$ cat src/rtl/alu_pkg.sv
// Shared ALU control encodings, opcode classes and sequencer state type
// used by the ALU op sequencer and its decoder.
package alu_pkg;

  localparam logic [2:0] ALU_ADD = 3'b000;
  localparam logic [2:0] ALU_SUB = 3'b001;
  localparam logic [2:0] ALU_MUL = 3'b010;
  localparam logic [2:0] ALU_SLL = 3'b011;
  localparam logic [2:0] ALU_SLR = 3'b111;
  localparam logic [2:0] ALU_XOR = 3'b101;

  localparam logic [5:0] OP_RTYPE    = 6'b000000;
  localparam logic [5:0] OP_VRTYPE   = 6'b100000;
  localparam logic [3:0] OP_IMM_PFX  = 4'b0010;
  // Branch class is 00x100: compare under a mask that ignores bit 3
  localparam logic [5:0] OP_BRANCH      = 6'b000100;
  localparam logic [5:0] OP_BRANCH_MASK = 6'b110111;

  typedef enum logic [1:0] {
    IDLE,
    ISSUE,
    MWAIT
  } seq_state_t;

endpackage

$ cat src/rtl/alu_op_decode.sv
// Combinational decode of {Opcode, Func, ALUOp} into ALU control code,
// vector/mul class flags and an illegal-function flag.
module alu_op_decode
  import alu_pkg::*;
(
  input  logic [5:0] opcode,
  input  logic [2:0] func,
  input  logic       aluop,
  output logic [2:0] ctrl,
  output logic       is_vector,
  output logic       is_mul,
  output logic       illegal
);

  always_comb begin
    ctrl      = ALU_ADD;
    is_vector = 1'b0;
    illegal   = 1'b0;
    if (aluop) begin
      if (opcode == OP_RTYPE) begin
        case (func)
          ALU_ADD, ALU_SUB, ALU_MUL, ALU_SLL, ALU_SLR, ALU_XOR: ctrl = func;
          default: illegal = 1'b1;
        endcase
      end else if (opcode == OP_VRTYPE) begin
        case (func)
          ALU_ADD, ALU_SUB, ALU_MUL, ALU_XOR: begin
            ctrl      = func;
            is_vector = 1'b1;
          end
          default: illegal = 1'b1;
        endcase
      end else if (opcode[5:2] == OP_IMM_PFX) begin
        case (opcode[1:0])
          2'b00:   ctrl = ALU_ADD;
          2'b01:   ctrl = ALU_SUB;
          2'b10:   ctrl = ALU_MUL;
          default: illegal = 1'b1;
        endcase
      end else if ((opcode & OP_BRANCH_MASK) == OP_BRANCH) begin
        ctrl = ALU_SUB;
      end
    end
    is_mul = (ctrl == ALU_MUL);
  end

endmodule

$ cat src/rtl/alu_op_sequencer.sv
// Registered ALU control sequencer: accepts one decoded instruction per
// handshake and issues it as one scalar beat or GROUPS vector lane-group beats.
module alu_op_sequencer
  import alu_pkg::*;
#(
  parameter  int unsigned VLEN      = 16,
  parameter  int unsigned ALU_LANES = 4,
  parameter  int unsigned MUL_LAT   = 2,
  localparam int unsigned GROUPS    = VLEN / ALU_LANES,
  localparam int unsigned GW        = (GROUPS > 1) ? $clog2(GROUPS) : 1
) (
  input  logic                 clk,
  input  logic                 rst,
  input  logic                 in_valid,
  output logic                 in_ready,
  input  logic [5:0]           Opcode,
  input  logic [2:0]           Func,
  input  logic                 ALUOp,
  output logic                 out_valid,
  input  logic                 out_ready,
  output logic [2:0]           ALUControl,
  output logic [GW-1:0]        LaneGroup,
  output logic [ALU_LANES-1:0] LaneMask,
  output logic                 LastBeat,
  output logic                 IllegalOp
);

  localparam logic [GW-1:0] LAST_GRP  = GW'(GROUPS - 1);
  localparam bit            MUL_STALL = (MUL_LAT > 1);
  localparam logic [2:0]    WAIT_LAST = MUL_STALL ? 3'(MUL_LAT - 2) : 3'd0;

  seq_state_t    state_q, state_d;
  logic [2:0]    ctrl_q, ctrl_d;
  logic          vec_q, vec_d;
  logic          mul_q, mul_d;
  logic          ill_q, ill_d;
  logic [GW-1:0] grp_q, grp_d;
  logic [2:0]    wcnt_q, wcnt_d;

  logic [2:0] dec_ctrl;
  logic       dec_vec, dec_mul, dec_ill;
  logic       last, accept;

  alu_op_decode u_decode (
    .opcode    (Opcode),
    .func      (Func),
    .aluop     (ALUOp),
    .ctrl      (dec_ctrl),
    .is_vector (dec_vec),
    .is_mul    (dec_mul),
    .illegal   (dec_ill)
  );

  assign last     = (state_q == ISSUE) && (!vec_q || (grp_q == LAST_GRP));
  assign in_ready = rst && ((state_q == IDLE) || ((state_q == ISSUE) && out_ready && last));
  assign accept   = in_valid && in_ready;

  always_comb begin
    state_d = state_q;
    ctrl_d  = ctrl_q;
    vec_d   = vec_q;
    mul_d   = mul_q;
    ill_d   = ill_q;
    grp_d   = grp_q;
    wcnt_d  = wcnt_q;
    case (state_q)
      IDLE: ;
      ISSUE: begin
        if (out_ready) begin
          if (last) begin
            state_d = IDLE;
            ctrl_d  = ALU_ADD;
            vec_d   = 1'b0;
            mul_d   = 1'b0;
            ill_d   = 1'b0;
            grp_d   = '0;
          end else if (mul_q && MUL_STALL) begin
            state_d = MWAIT;
            wcnt_d  = '0;
          end else begin
            grp_d = grp_q + 1'b1;
          end
        end
      end
      MWAIT: begin
        if (wcnt_q == WAIT_LAST) begin
          state_d = ISSUE;
          grp_d   = grp_q + 1'b1;
        end else begin
          wcnt_d = wcnt_q + 3'd1;
        end
      end
      default: state_d = IDLE;
    endcase
    // Acceptance only happens in IDLE or on a completing last beat, so it
    // overrides the IDLE return above to give back-to-back issue.
    if (accept) begin
      state_d = ISSUE;
      ctrl_d  = dec_ctrl;
      vec_d   = dec_vec;
      mul_d   = dec_mul;
      ill_d   = dec_ill;
      grp_d   = '0;
    end
  end

  always_ff @(posedge clk or negedge rst) begin
    if (!rst) begin
      state_q <= IDLE;
      ctrl_q  <= ALU_ADD;
      vec_q   <= 1'b0;
      mul_q   <= 1'b0;
      ill_q   <= 1'b0;
      grp_q   <= '0;
      wcnt_q  <= '0;
    end else begin
      state_q <= state_d;
      ctrl_q  <= ctrl_d;
      vec_q   <= vec_d;
      mul_q   <= mul_d;
      ill_q   <= ill_d;
      grp_q   <= grp_d;
      wcnt_q  <= wcnt_d;
    end
  end

  assign out_valid  = (state_q == ISSUE);
  assign ALUControl = ctrl_q;
  assign LaneGroup  = grp_q;
  assign LaneMask   = (state_q == IDLE) ? '0 : (vec_q ? '1 : ALU_LANES'(1));
  assign LastBeat   = last;
  assign IllegalOp  = (state_q == ISSUE) && ill_q;

endmodule

$ cat config.mk
export PLATFORM = sky130hd
export DESIGN_NAME = alu_op_sequencer
export DESIGN_NICKNAME = d
export VERILOG_FILES = /design/src/rtl/alu_pkg.sv /design/src/rtl/alu_op_decode.sv /design/src/rtl/alu_op_sequencer.sv
export SDC_FILE = /design/constraint.sdc
export NUM_CORES = 1
export LEC_CHECK = 0
export ABC_AREA = 1
export CAP_MARGIN = 20
export CORE_MARGIN = 2
export CORE_UTILIZATION = 30
export DETAILED_ROUTE_END_ITERATION = 8
export HOLD_SLACK_MARGIN = 0.08
export PLACE_DENSITY = 0.62
export SKIP_CTS_REPAIR_TIMING = 1
export SYNTH_ARGS = -nofsm -noshare
export SYNTH_HDL_FRONTEND = slang
export SYNTH_HIERARCHICAL = 1
export SYNTH_SLANG_ARGS = --single-unit
$ cat constraint.sdc
create_clock -name clk -period 2.35 [get_ports clk]
set_clock_uncertainty 0.2 [all_clocks]
set_input_delay 0.705 -clock clk [delete_from_list [all_inputs] [get_ports clk]]
set_output_delay 0.705 -clock clk [all_outputs]
set_load 0.01 [all_outputs]
# After elaboration in Yosys (flattened, before gate mapping)
# Index checks and enable logic that the tools add are counted.
# Widths: inputs -> output; s select.
# word_totals
regBits	13
inputBits	14
out_inout_bits	13
wordCells	106
# op_classes
addsub	2
eq_ne	23
muxes	48
n_reduce_logical	26
# op_table
operator	n
$mux 3	14
$mux 2	10
$mux 1	18
$eq 3x2->1 const B	3
$mux 4	2
$pmux 2 s2	2
$reduce_and 4->1	2
$reduce_bool 2->1	4
$eq 2x2->1 const B	3
$eq 3x3->1 const B	2
$eq 6x6->1 const B	1
$logic_and 1x1->1	6
$logic_not 3->1	2
$logic_not 6->1	1
$ne 2x2->1 const B	3
$pmux 2 s3	1
$pmux 3 s2	1
$reduce_or 6->1	1
$eq 5x3->1 const B	1
$reduce_and 5->1	1
$eq 2x1->1 const B	2
$eq 4x2->1 const B	1
$logic_not 2->1	2
$ne 2x1->1 const B	2
other kinds (13)	14

# Longest topological paths before layout
# depth
depth_word	9
mapped_depth	10
mapped_depth_nobuf	10

# Hierarchy
# Netlist, hierarchy kept.
# by_module_without_submodules
mod	n_inst	cells_each	area_each_um2	seq_area_each_um2
alu_op_sequencer	1	113	878.3	325.3
alu_op_decode	1	52	251.5	0.0

# Worst setup path before layout
# No wires, ideal clock.
# synth_timing
path_type	register -> output
startpoint	register state_q[1]
endpoint	output in_ready
arrival_ns	1.152
required_ns	1.445
slack_ns	0.293
path_stages_with_launch	6
path_buffers	1
cell_sequence	dfrtp_1 > inv_1 > ha_1 > buf_6 > nand3_2 > a21oi_1
# synth_via
elab_chain_len	5
elab_cells_between_ends	7
cone_classes	eq/ne (1); reduce/logical (6)
# synth_lines
item	line_no	text
start, declared	alu_op_sequencer.sv:32	seq_state_t state_q, state_d;
start signal, assigned	alu_op_sequencer.sv:117	state_q <= state_d;
$eq 2x1->1 (*)	-	
via out_valid	alu_op_sequencer.sv:19	output logic out_valid,
$logic_and 1x1->1, on equally long branches	alu_op_sequencer.sv:55, alu_op_sequencer.sv:54	
$logic_and 1x1->1 (*)	alu_op_sequencer.sv:55	assign in_ready = rst && ((state_q == IDLE) || ((state_q == ISSUE) && out_ready && last));
$logic_or 1x1->1 (*)	alu_op_sequencer.sv:55	
$logic_and 1x1->1 (*)	alu_op_sequencer.sv:55	
end, declared	alu_op_sequencer.sv:15	output logic in_ready,
# Mark *: on every way through the listed nets, which the timed path passes. The rest lies on a longest branch.

# Worst setup path after layout
# layout_timing
startpoint	input out_ready
endpoint	output in_ready
# layout_via
elab_chain_len	4
# layout_lines
item	line_no	text
start, declared	alu_op_sequencer.sv:20	input logic out_ready,
$logic_and 1x1->1 (2 in a row)	alu_op_sequencer.sv:55	
$logic_or 1x1->1	alu_op_sequencer.sv:55	
$logic_and 1x1->1	alu_op_sequencer.sv:55	
# No other way between the ends.

==> flow_summary.ini <==
[run_status]
status = finished, violations left
violations = setup timing

[timing]
period_needed_ns = 2.46
setup_viol = 1
finalHoldViolCount = 0
fin_ws_ns = -0.108
worst_slew_margin_rel = 0.790
max_slew.worst_pin.slew_ns = 0.315
timing.final.crit_share = 1.05
rsz0062_at_grt = true
whs_ns = 0.321
timing.fmax_mhz = 407
finalMaxSlewViolations = 0
setup_tns_ns = -0.108

[floorplanning]
fp.dieH_um = 65.4
core_region_area_um2 = 3630
fp.dieW_um = 65.4
io_pins = 27
placementRows = 22
die_area_um2 = 4270
initial_core_util = 0.311

[power]
power.leakage_nw = 0.901
power_switching_share = 0.421
intPower_uw = 821
netSwitchingPower_uw = 596
combPwrFrac = 0.626
pwr-share-clk = 0.144
power_frac_seq = 0.231
max-vdd-ir-drop_mv = 0.294
powerDensity_nw_per_um2 = 881

[hold_path]
min_from = ill_q
min_path_cells = 2
hp-class = reg2reg
min_delay_worst_endpoint = ill_q

[place]
gp_congestion = 0.838
dpl.cell_count = 251
numPortBuffers = 26
dp_hpwl_um = 2010
dpl_cell_area_um2 = 1540

[clocking]
cts_tree = yes
ctsHtreeMaxLevel = 1
clkLatencyLatePin_ns = 0.25
tritoncts.num_buffers = 3
clk_pin_slew_ns = 0.06
cts-root-buf = clkbuf_8
clk_path_buf_depth = 2
cts.sinks = 13

[setup_path]
path_class = in2out
reg2reg_from = state_q[1]
critPathLaunchType = input port
worstReg2RegEnd = ALUControl[2]
crit_fanout = 2
r2r_cells = 7
reg2reg_slack_ns = 0.54
crit_arrival_ns = 1.55
crit_required_ns = 1.44
crit_path_end_kind = output pin

[route]
drt_iter0_drc = 32
vias_per_cell = 4.34
dr.pass1.iters = 4
wl_per_cell_um = 9.82
vias = 1106
final_antenna_net_count = 0
wirelength_um = 2500
drc = 0

[flow_run]
cap_violations = 0

[layout]
n_antenna_cell = 0
final_net_count = 228
layout-drive-gt1-share = 0.208
area_growth_pct = 42.4
stdcell_count = 255
utilization = 0.443
stdcell_area_um2 = 1610

[yosys]
postSynthCellCount = 165
syn_area_um2 = 1130
synth-compound-area-share = 0.114
synth_mux_area_frac = 0
ys_seq_area_frac = 0.288
ys.warnings.count = 6
syn_area_per_cell_um2 = 6.85
synthSimpleGateAreaFrac = 0.363
synth.distinct_cells = 26
synth-adder-area-share = 0.0664
synth_fp_nets = 185
synth_seq_cells = 13
synth_top_family_by_area = simple AND/OR/NAND/NOR gates
yosys.area_share.xor_xnor = 0.00775

[global_route]
grt.overflow.total = 0
track_usage = 0.135
grt_pass1_wl_um = 4440
first_global_vias = 1061
antenna_found_initial = 0
grt_max_degree = 21
power by group through the flow:
stage          sequential, mW  clock, mW  combinational [mW]
5_1_grt                 0.336      0.221                1.02
3_3_place_gp            0.322          0               0.881
3_5_place_dp            0.325          0               0.885
2_1_floorplan           0.332          0               0.526
4_1_cts                 0.322      0.214               0.889
6_report                0.327      0.204               0.887
synth_stat cells, drive strengths merged:
cell	n	share of area
nand4	10	0.055
nor3	1	0.0044
ha	6	0.066
a21oi	4	0.028
buf	6	0.044
o21ai	12	0.053
o21bai	1	0.0066
and2	1	0.0078
nand3	10	0.058
inv	35	0.12
o31ai	1	0.019
o221ai	1	0.0078
or2	1	0.0055
xor2	1	0.0078
dfrtp	13	0.29
nor2	24	0.097
nand2	38	0.14
routing by layer:
layer,vias up,routed length (um),global-route usage
met3,4,72,0.0325
met2,21,1170,0.208
met5,-,0,0
li1,603,-,-
met4,0,42,0.0625
met1,478,1220,0.178
area by class of cell:
type / count / area [um^2]
fillers: 390 / 2020
multi-input cells: 111 / 638
repair buffers: 44 / 408
flip-flops and latches: 13 / 325
inverters: 35 / 131
well taps: 48 / 60.1
clock buffers: 3 / 41.3
clock inverters: 1 / 5.00
worst max path at each step:
stage,endpoint,cells after the start,start
2_1_floorplan,in_ready,5,state_q[1]
3_3_place_gp,in_ready,4,out_ready
3_5_place_dp,in_ready,4,out_ready
4_1_cts,in_ready,4,out_ready
5_1_grt,in_ready,4,out_ready
6_report,in_ready,4,out_ready
cell families after synthesis:
logic type,count (synthesis)
AOI/OAI and AO/OA,19
xor gates and xnor gates,1
adders and majority gates,6
buffers and inverters,41
DFF,13
and+or+nand+nor,85
registers in the layout (all words and copies together), names as in the netlist:
register    count
vec_q           1
ALUControl      3
state_q         2
wcnt_q          3
LaneGroup       2
ill_q           1
mul_q           1
layout by cell type (no fill, tap or decap), drive strengths merged:
| master | netlist | final |
|---|---|---|
| nor2 | 24 | 24 |
| clkbuf | 0 | 4 |
| and2 | 1 | 1 |
| buf | 6 | 18 |
| dlymetal6s2s | 0 | 7 |
| inv | 35 | 35 |
| o31ai | 1 | 1 |
| or2 | 1 | 1 |
| o21ai | 12 | 12 |
| nand2 | 38 | 38 |
| o221ai | 1 | 1 |
| nand4 | 10 | 10 |
| ha | 6 | 6 |
| a21oi | 4 | 4 |
| nand3 | 10 | 10 |
| clkdlybuf4s50 | 0 | 18 |
| xor2 | 1 | 1 |
| clkinv | 0 | 1 |
| nor3 | 1 | 1 |
| o21bai | 1 | 1 |
| dfrtp | 13 | 13 |
worst max-delay path, stage by stage:
cell             delay [ns]
clkdlybuf4s50_1        0.49
nand3_2                0.09
a21oi_1                0.12
clkbuf_2               0.14
per-stage QoR:
step	power [mW]	worst slack [ns]
floorplan	0.858	0.293
global placement	1.20	-0.505
detailed placement	1.21	-0.529
CTS	1.43	-0.532
global route	1.57	-0.169
finish	1.42	-0.108
Note: power is estimated with default switching activity, not from simulation.
